[config.mk]
export PLATFORM = sky130hd
export DESIGN_NAME = ppm_frame_encoder
export DESIGN_NICKNAME = d
export VERILOG_FILES = /design/src/rtl/ppm_frame_encoder.sv
export SDC_FILE = /design/constraint.sdc
export NUM_CORES = 1
export LEC_CHECK = 0
export CORE_UTILIZATION = 47
export CTS_BUF_LIST = sky130_fd_sc_hd__clkbuf_4
export DETAILED_ROUTE_END_ITERATION = 8
export HOLD_SLACK_MARGIN = 0.06
export SYNTH_ARGS = -nofsm -noshare
export SYNTH_HDL_FRONTEND = slang
export SYNTH_SLANG_ARGS = --single-unit
[constraint.sdc]
create_clock -name clk -period 5.55 [get_ports clk]
set_input_delay 1.11 -clock clk [delete_from_list [all_inputs] [get_ports clk]]
set_output_delay 1.11 -clock clk [all_outputs]
set_load 0.02 [all_outputs]
[src/rtl/ppm_frame_encoder.sv]
// Multi-channel PPM frame encoder: a sync slot, then NUM_CH slots of 2**POS_W ticks, one pulse per slot.
// Define PPM_SYNC_PULSE_EN to also emit a PULSE_W-tick marker pulse at the start of the sync slot.
module ppm_frame_encoder #(
  parameter  int NUM_CH     = 4,
  parameter  int POS_W      = 8,
  parameter  int PRESC      = 1,
  parameter  int PULSE_W    = 2,
  parameter  int SYNC_TICKS = 16,
  localparam int CH_W       = (NUM_CH > 1) ? $clog2(NUM_CH) : 1
) (
  input  logic             clk,
  input  logic             rst_n,
  input  logic             en,
  input  logic             wr_en,
  input  logic [CH_W-1:0]  wr_ch,
  input  logic [POS_W-1:0] wr_data,
  output logic             ppm_out,
  output logic             frame_start,
  output logic [CH_W-1:0]  ch_active,
  output logic             busy
);

  // state | meaning
  // IDLE  | no frame in progress, waiting for en
  // SYNC  | sync slot of SYNC_TICKS ticks at the head of a frame
  // SLOT  | channel slot ch_q, 2**POS_W ticks long
  typedef enum logic [1:0] {IDLE, SYNC, SLOT} state_t;

  localparam int SLOT_TICKS = 2**POS_W;
  localparam int SYNC_BITS  = (SYNC_TICKS > 1) ? $clog2(SYNC_TICKS) : 1;
  localparam int TICK_W     = (POS_W > SYNC_BITS) ? POS_W : SYNC_BITS;
  localparam int PS_W       = (PRESC > 1) ? $clog2(PRESC) : 1;
  localparam int CMP_W      = TICK_W + 2;

  state_t             state_q, state_d;
  logic [CH_W-1:0]    ch_q, ch_d;
  logic [TICK_W-1:0]  tick_q, tick_d;
  logic [PS_W-1:0]    presc_q, presc_d;
  logic [POS_W-1:0]   shadow_q [NUM_CH];
  logic [POS_W-1:0]   active_q [NUM_CH];
  logic [POS_W-1:0]   active_d [NUM_CH];
  logic               ppm_q, ppm_d;
  logic               fs_q, fs_d;
  logic               busy_q, busy_d;
  logic [CH_W-1:0]    cha_q, cha_d;
  logic [POS_W-1:0]   cur_v;
  logic               tick_en;
  logic               start_frame;

  always_ff @(posedge clk) begin
    if (!rst_n) begin
      state_q <= IDLE;
      ch_q    <= '0;
      tick_q  <= '0;
      presc_q <= '0;
      ppm_q   <= 1'b0;
      fs_q    <= 1'b0;
      busy_q  <= 1'b0;
      cha_q   <= '0;
      for (int i = 0; i < NUM_CH; i++) begin
        shadow_q[i] <= '0;
        active_q[i] <= '0;
      end
    end else begin
      state_q <= state_d;
      ch_q    <= ch_d;
      tick_q  <= tick_d;
      presc_q <= presc_d;
      ppm_q   <= ppm_d;
      fs_q    <= fs_d;
      busy_q  <= busy_d;
      cha_q   <= cha_d;
      for (int i = 0; i < NUM_CH; i++) begin
        active_q[i] <= active_d[i];
        // Indices >= NUM_CH match no entry and are dropped.
        if (wr_en && wr_ch == CH_W'(i)) shadow_q[i] <= wr_data;
      end
    end
  end

  always_comb begin
    state_d     = state_q;
    ch_d        = ch_q;
    tick_d      = tick_q;
    presc_d     = presc_q;
    active_d    = active_q;
    start_frame = 1'b0;
    tick_en     = (presc_q == '0);

    if (state_q != IDLE) presc_d = tick_en ? PS_W'(PRESC - 1) : presc_q - PS_W'(1);

    case (state_q)
      IDLE: if (en) start_frame = 1'b1;
      SYNC: if (tick_en) begin
        if (tick_q == TICK_W'(SYNC_TICKS - 1)) begin
          state_d = SLOT;
          tick_d  = '0;
          ch_d    = '0;
        end else begin
          tick_d = tick_q + TICK_W'(1);
        end
      end
      SLOT: if (tick_en) begin
        if (tick_q == TICK_W'(SLOT_TICKS - 1)) begin
          tick_d = '0;
          if (ch_q == CH_W'(NUM_CH - 1)) begin
            ch_d = '0;
            if (en) start_frame = 1'b1;
            else begin
              state_d = IDLE;
              presc_d = '0;
            end
          end else begin
            ch_d = ch_q + CH_W'(1);
          end
        end else begin
          tick_d = tick_q + TICK_W'(1);
        end
      end
      default: state_d = IDLE;
    endcase

    // Position counters describe the cycle being registered, so active[] loads on the same edge.
    if (start_frame) begin
      state_d  = SYNC;
      ch_d     = '0;
      tick_d   = '0;
      presc_d  = PS_W'(PRESC - 1);
      active_d = shadow_q;
    end

    cur_v = '0;
    for (int i = 0; i < NUM_CH; i++)
      if (ch_d == CH_W'(i)) cur_v = active_d[i];

    ppm_d = 1'b0;
    case (state_d)
      SLOT: ppm_d = ({2'b00, tick_d} >= CMP_W'(cur_v)) &&
                    ({2'b00, tick_d} <  CMP_W'(cur_v) + CMP_W'(PULSE_W));
      SYNC: begin
`ifdef PPM_SYNC_PULSE_EN
        ppm_d = ({2'b00, tick_d} < CMP_W'(PULSE_W));
`else
        ppm_d = 1'b0;
`endif
      end
      default: ppm_d = 1'b0;
    endcase

    fs_d   = start_frame;
    busy_d = (state_d != IDLE);
    cha_d  = (state_d == SLOT) ? ch_d : '0;
  end

  assign ppm_out     = ppm_q;
  assign frame_start = fs_q;
  assign ch_active   = cha_q;
  assign busy        = busy_q;

endmodule

Word-level counts from Yosys, hierarchy flattened
Cells that the tools add are included.
{ "totals": {"regBits": 82, "in_bits": 14, "out_inout_bits": 5} }
{ "classes": {"n_addsub": 4, "n_lt_le_gt_ge": 2, "n_eq_ne": 12, "muxes": 38, "bitwise_logic": 1, "reduce_logical": 12} }
{ "ops": {"columns": ["operator", "count"], "rows": [
  ["$mux W8", 9],
  ["$mux W32", 1],
  ["$mux W2", 13],
  ["$pmux W8 S2", 1],
  ["$eq A2 B2 Y1 const B", 7],
  ["$mux W1", 11],
  ["$add A8 B2 Y9 const B", 1],
  ["$lt A8 B9 Y1", 1],
  ["$add A8 B1 Y8 const B", 1],
  ["$eq A8 B4 Y1 const B", 1],
  ["$eq A8 B8 Y1 const B", 1],
  ["$ge A8 B8 Y1", 1],
  ["$eq A2 B1 Y1 const B", 3],
  ["$logic_not A2 Y1", 3],
  ["$pmux W2 S3", 1],
  ["$logic_and A1 B1 Y1", 5],
  ["$pmux W2 S2", 1],
  ["$reduce_bool A2 Y1", 2],
  ["$add A2 B1 Y2 const B", 1],
  ["$pmux W1 S2", 1],
  ["$reduce_and A2 Y1", 1],
  ["$reduce_or A2 Y1", 1],
  ["$not A1 Y1", 1],
  ["$sub A1 B1 Y1 const B", 1]
]} }

Longest topological paths before layout
{ "depth": {"depth_word": 14, "depth_mapped": 22, "depth_no_buf": 20} }

Worst setup path before layout
Ideal clock, no wire load.
{ "synth_timing": {"path_type": "flip-flop to flip-flop", "from": "reg state_q[1]", "to": "reg ppm_q, in the netlist ppm_out", "setup_time_ns": 0.079, "arrival_time_ns": 4.137, "path_slack_ns": 1.333, "stages_incl_launch_ff": 23, "path_buffers": 2, "period_less_slack_ns": 4.217, "path_cell_list": "dfxtp_1 inv_1 ha_1 buf_6 and2b_1 nand3_1 o32ai_1 nor2_4 buf_4 mux2_2 a222oi_1 inv_1 ha_1 inv_1 ha_1 o21a_1 o21a_1 o21a_1 o21a_1 o21a_1 o21ai_0 nand2b_1 a211oi_2"} }
{ "synth_between": {"elab_chain_len": 11, "elab_cells_between_ends": 31, "classes_between": "add/sub: 1; order compare: 2; eq/ne: 6; mux: 18; reduce/logical: 4"} }
{ "synth_rtl": {"columns": ["element", "line_no", "text"], "rows": [
  ["start, declared", "35", "state_t state_q, state_d;"],
  ["start signal, assigned", "65", "state_q <= state_d;"],
  ["$eq A2 B2 Y1 (tied with other cells)", "92", "case (state_q)"],
  ["$pmux W2 S2 or $pmux W1 S2 (tied branches)", "92", null],
  ["$mux W2", "124", "if (start_frame) begin"],
  ["$logic_not A2 Y1", "134", "if (ch_d == CH_W'(i)) cur_v = active_d[i];"],
  ["$mux W8 (4 in a row)", "134", null],
  ["$add A8 B2 Y9", "139", "({2'b00, tick_d} < CMP_W'(cur_v) + CMP_W'(PULSE_W));"],
  ["$lt A8 B9 Y1", "139", null],
  ["$logic_and A1 B1 Y1", "138", "SLOT: ppm_d = ({2'b00, tick_d} >= CMP_W'(cur_v)) &&"],
  ["end signal, assigned", "69", "ppm_q <= ppm_d;"],
  ["end, declared", "42", "logic ppm_q, ppm_d;"]
]} }
Several ways; a longest one is shown, not always the timed one.
A chain may end at the register's enable or synchronous reset.

Worst setup path in the final report
{ "layout_timing": {"from": "reg tick_q[0]", "to": "reg ppm_q, in the netlist ppm_out"} }
{ "layout_between": {"elab_chain_len": 13, "elab_cells_between_ends": 39, "classes_between": "add/sub: 2; order compare: 2; eq/ne: 6; mux: 26; reduce/logical: 3"} }
{ "layout_rtl": {"columns": ["element", "line_no", "text"], "rows": [
  ["start, declared", "37", "logic [TICK_W-1:0] tick_q, tick_d;"],
  ["start signal, assigned", "67", "tick_q <= tick_d;"],
  ["$eq A8 B8 Y1 or $eq A8 B4 Y1 (tied branches)", "104, 95", null],
  ["$mux W2 (tied with other cells)", "104", "if (tick_q == TICK_W'(SLOT_TICKS - 1)) begin"],
  ["$mux W2 (tied with other cells)", "103", "SLOT: if (tick_en) begin"],
  ["$pmux W2 S2 or $pmux W1 S2 (tied branches)", "92", null],
  ["$mux W2", "124", null],
  ["$logic_not A2 Y1", "134", null],
  ["$mux W8 (4 in a row)", "134", null],
  ["$add A8 B2 Y9", "139", null],
  ["$lt A8 B9 Y1", "139", null],
  ["$logic_and A1 B1 Y1", "138", null]
]} }
Several ways; a longest one is shown, not always the timed one.

==> run_results.csv <==
group,metric,value,unit
routing,vias_per_cell,5.443,
timing,period_needed,4.800,ns
routing,vias,3184,
routing,drt_iter0_drc,152,
die,die_area,8952,um2
clocking,root_buffer,"clkbuf_4",
finish,finish.utilization,0.5336,
routing,ant_nets,0,
timing,slew-limit-headroom,0.3577,
grt,grt_pass1_wl,15140,um
worst_hold_path,hp-class,"reg -> reg",
logic_synthesis,synth_top_area_frac,0.4072,
placement,port_buffers,18,
run,maxCapViolCount,0,
clocking,clkTransAtPathRegs,0.14,ns
timing,clock_skew,0.01427,ns
setup_path,reg2reg_depth,19,
die,coreArea,8258,um2
finish,num_antenna_cells,0,
setup_path,reg2reg_from,"tick_q[0]",
timing,rsz0062_at_grt,"no",
logic_synthesis,synth_top_area_cell,"dfxtp_1",
timing,setup_violations,0,
clocking,cts_sinks,82,
finish,instances_no_fill,585,
clocking,cts-hold-fix-buffers,0,
power_and_ir_drop,leakage,1.792,nW
logic_synthesis,ys_seq_area_frac,0.4072,
logic_synthesis,synth-seq-cells,82,
clocking,cts_max_level,3,
setup_path,cp_num_buf_inv,2,
power_and_ir_drop,vdd_drop_max,143.9,uV
die,start_util,0.4882,
timing,fin_crit_sh,0.8648,
setup_path,path_delay_family,"compound AO/OA/AOI/OAI gates",
logic_synthesis,syn_avg_cell_area,8.670,um2
timing,hold_violations,0,
routing,wirelength,8933,um
grt,overflow,0,
placement,placed_cell_area,4264,um2
setup_path,crit_fanout,17,
clocking,postCtsSetupBuffers,0,
grt,grt_max_degree,65,
setup_path,r2r_end,"ppm_out",
finish,layout.nets,511,
setup_path,cp-start-kind,"flip-flop",
clocking,post_cts_resized,0,
finish,fin_area,4407,um2
power_and_ir_drop,powerDensity,245.0,nW/um2
setup_path,arrival,5.18,ns
worst_hold_path,min_from,"shadow_q[15]",
die,num_rows,33,
logic_synthesis,synthTopCellsByArea,"dfxtp_1 41%, mux2i_1 8.2%, nand2_1 7.9%",
die,boundaryPins,19,
power_and_ir_drop,p_total,1.080,mW
logic_synthesis,ys_types,58,
setup_path,path_cells,"ha_1 -> nand4b_1 -> nor2_1 -> o32ai_1 -> nor2_4 -> mux2_2 -> a222oi_1 -> inv_1 -> ha_1 -> inv_1 -> ha_1 -> o21a_1 -> o21a_1 -> o21a_1 -> o21a_1 -> o21a_1 -> o21ai_0 -> nand2b_1 -> a211oi_2",
placement,dp_hpwl,6313,um
logic_synthesis,syn_nets,501,
placement,place_inst,569,
finish,drive_gt1_frac,0.1104,
setup_path,slowest_delay,0.52,ns
setup_path,slowest_stage,"a222oi_1",
placement,place_ws,0.7913,ns
routing,drc,0,
timing,tightestPinTransition,0.9635,ns
timing,setup_tns,0,ns
logic_synthesis,synthesis.area,4031,um2
grt,grt_pass1_vias,3075,
placement,globalplace.congestion,0.8247,
clocking,clk_latency,0.44,ns
logic_synthesis,synth_edf_count,0,
clocking,cts_buffers,9,
clocking,cts_tree,"built",
logic_synthesis,async_flop_share,0,
logic_synthesis,syn_inst,465,
setup_path,cp_common_cell,"o21a_1",
worst_hold_path,min_to,"active_q[15]",
run_status,status,"finished clean",
timing,fin_ws,0.7504,ns
grt,track_usage,0.2218,
setup_path,worst-endpoint-required,5.93,ns
logic_synthesis,ys.flop_type,"dfxtp_1",
worst_hold_path,hold_depth,2,
finish,filler_cell_count,815,
timing,slew_viol_final,0,
timing,hold-worst-slack,0.4648,ns
timing,fmax,0.2083,GHz
die,die_y,94.62,um
setup_path,ff2ff_setup_slack,0.75,ns
routing,routedWlPerCell,15.27,um
clocking,cts_max_path_buffers,2,
logic_synthesis,yosys_warnings,0,
die,chipWidth,94.62,um
routing,dr.pass1.iters,5,
finish,syn_to_final_growth,9.311,%
setup_path,crit_type,"reg -> reg",
setup_path,endpoint_kind,"flip-flop",
grt,antenna_found_initial,0,
cells in the mapped netlist (2+ instances only):
cell,count
buf_6,3
a222oi_1,4
nor2_1,51
clkbuf_1,15
or2_2,2
nand3_1,9
and2_1,7
nor4_1,3
nand4_1,3
a21o_1,5
mux2i_1,33
nand3b_1,3
nor3_1,6
and3_2,2
dfxtp_1,82
o21a_1,9
o21ai_0,9
nand4b_1,2
a21oi_1,40
inv_1,12
nand2b_1,2
xnor2_1,3
ha_1,22
a211oi_1,2
buf_1,5
mux2_2,13
nand2_1,85
xor2_1,2
and2_2,2
cell families after synthesis:
family / share of synthesized area
AND/OR/NAND/NOR: 0.2092
AO/OA/AOI/OAI: 0.1453
flip-flops: 0.4072
multiplexers: 0.1183
buffers and inverters: 0.04097
adder cells (fa/ha/maj): 0.06828
XOR/XNOR: 0.01086
final cells by class:
type,count,area [um2],area share
multi-input combinational,346,2225,0.5048
sequential,82,1642,0.3725
tap,105,131.4,0.02981
clock buffer,9,67.56,0.01533
timing repair buffer,23,217.7,0.04940
clock inverter,7,75.07,0.01704
inverter,13,48.80,0.01107
report_power, final:
group | leakage (nW) | total [mW] | switching (mW) | internal (mW)
logic | 1.05 | 0.107 | 0.0652 | 0.0421
clock network | 0.0742 | 0.363 | 0.223 | 0.140
registers | 0.664 | 0.610 | 0.00751 | 0.602
total | 1.79 | 1.08 | 0.295 | 0.784
worst max-delay path by stage:
stage,start,endpoint,slack (ns),cells after the start
6_report,tick_q[0],ppm_out,0.75,19
5_1_grt,state_q[1],ppm_out,0.30,20
4_1_cts,state_q[1],ppm_out,0.75,20
3_3_place_gp,presc_q,ppm_out,0.95,18
3_5_place_dp,tick_q[0],ppm_out,0.79,19
2_1_floorplan,state_q[1],ppm_out,1.33,22
placed cells by master (no fill, tap or decap), types with 2 or more instances in the layout:
master            n
nand2_1          85
dfxtp_1          82
nor2_1           51
a21oi_1          40
mux2i_1          33
ha_1             22
clkdlybuf4s50_1  18
mux2_2           13
inv_1            12
nand3_1           9
o21a_1            9
o21ai_0           9
clkbuf_4          9
and2_1            7
nor3_1            6
a21o_1            5
buf_4             5
a222oi_1          4
nand4_1           3
nor4_1            3
xnor2_1           3
nand3b_1          3
and2_2            2
nand4b_1          2
and3_2            2
or2_2             2
a211oi_1          2
xor2_1            2
nand2b_1          2
clkinv_2          2
clkinvlp_4        2
registers in the layout, indices dropped and copies added (netlist names):
name         count
state_q          2
ch_q             2
busy             1
frame_start      1
tick_q           8
ch_active        2
ppm_out          1
shadow_q        32
active_q        32
presc_q          1
per-layer routing:
layer  global-route usage  wire (um)  vias up  part of all wire
met5                    0          0        -                 0
met4               0.1086        148        0             0.017
met3              0.03945        324       12             0.036
met2               0.3309       4017       59              0.45
met1               0.3069       4442     1492              0.50
li1                     -          -     1621                 -
worst reg2reg max path: cells and delay by family, from the launching register on:
| kind | cells | cell delay (ns) |
|---|---|---|
| multiplexers | 1 | 0.39 |
| buffers and inverters | 2 | 0.18 |
| adder cells (fa/ha/maj) | 3 | 0.77 |
| AO/OA/AOI/OAI | 9 | 1.77 |
| AND/OR/NAND/NOR | 4 | 1.20 |
| flip-flops | 1 | 0.42 |
Power figures use the tool's default switching activity.
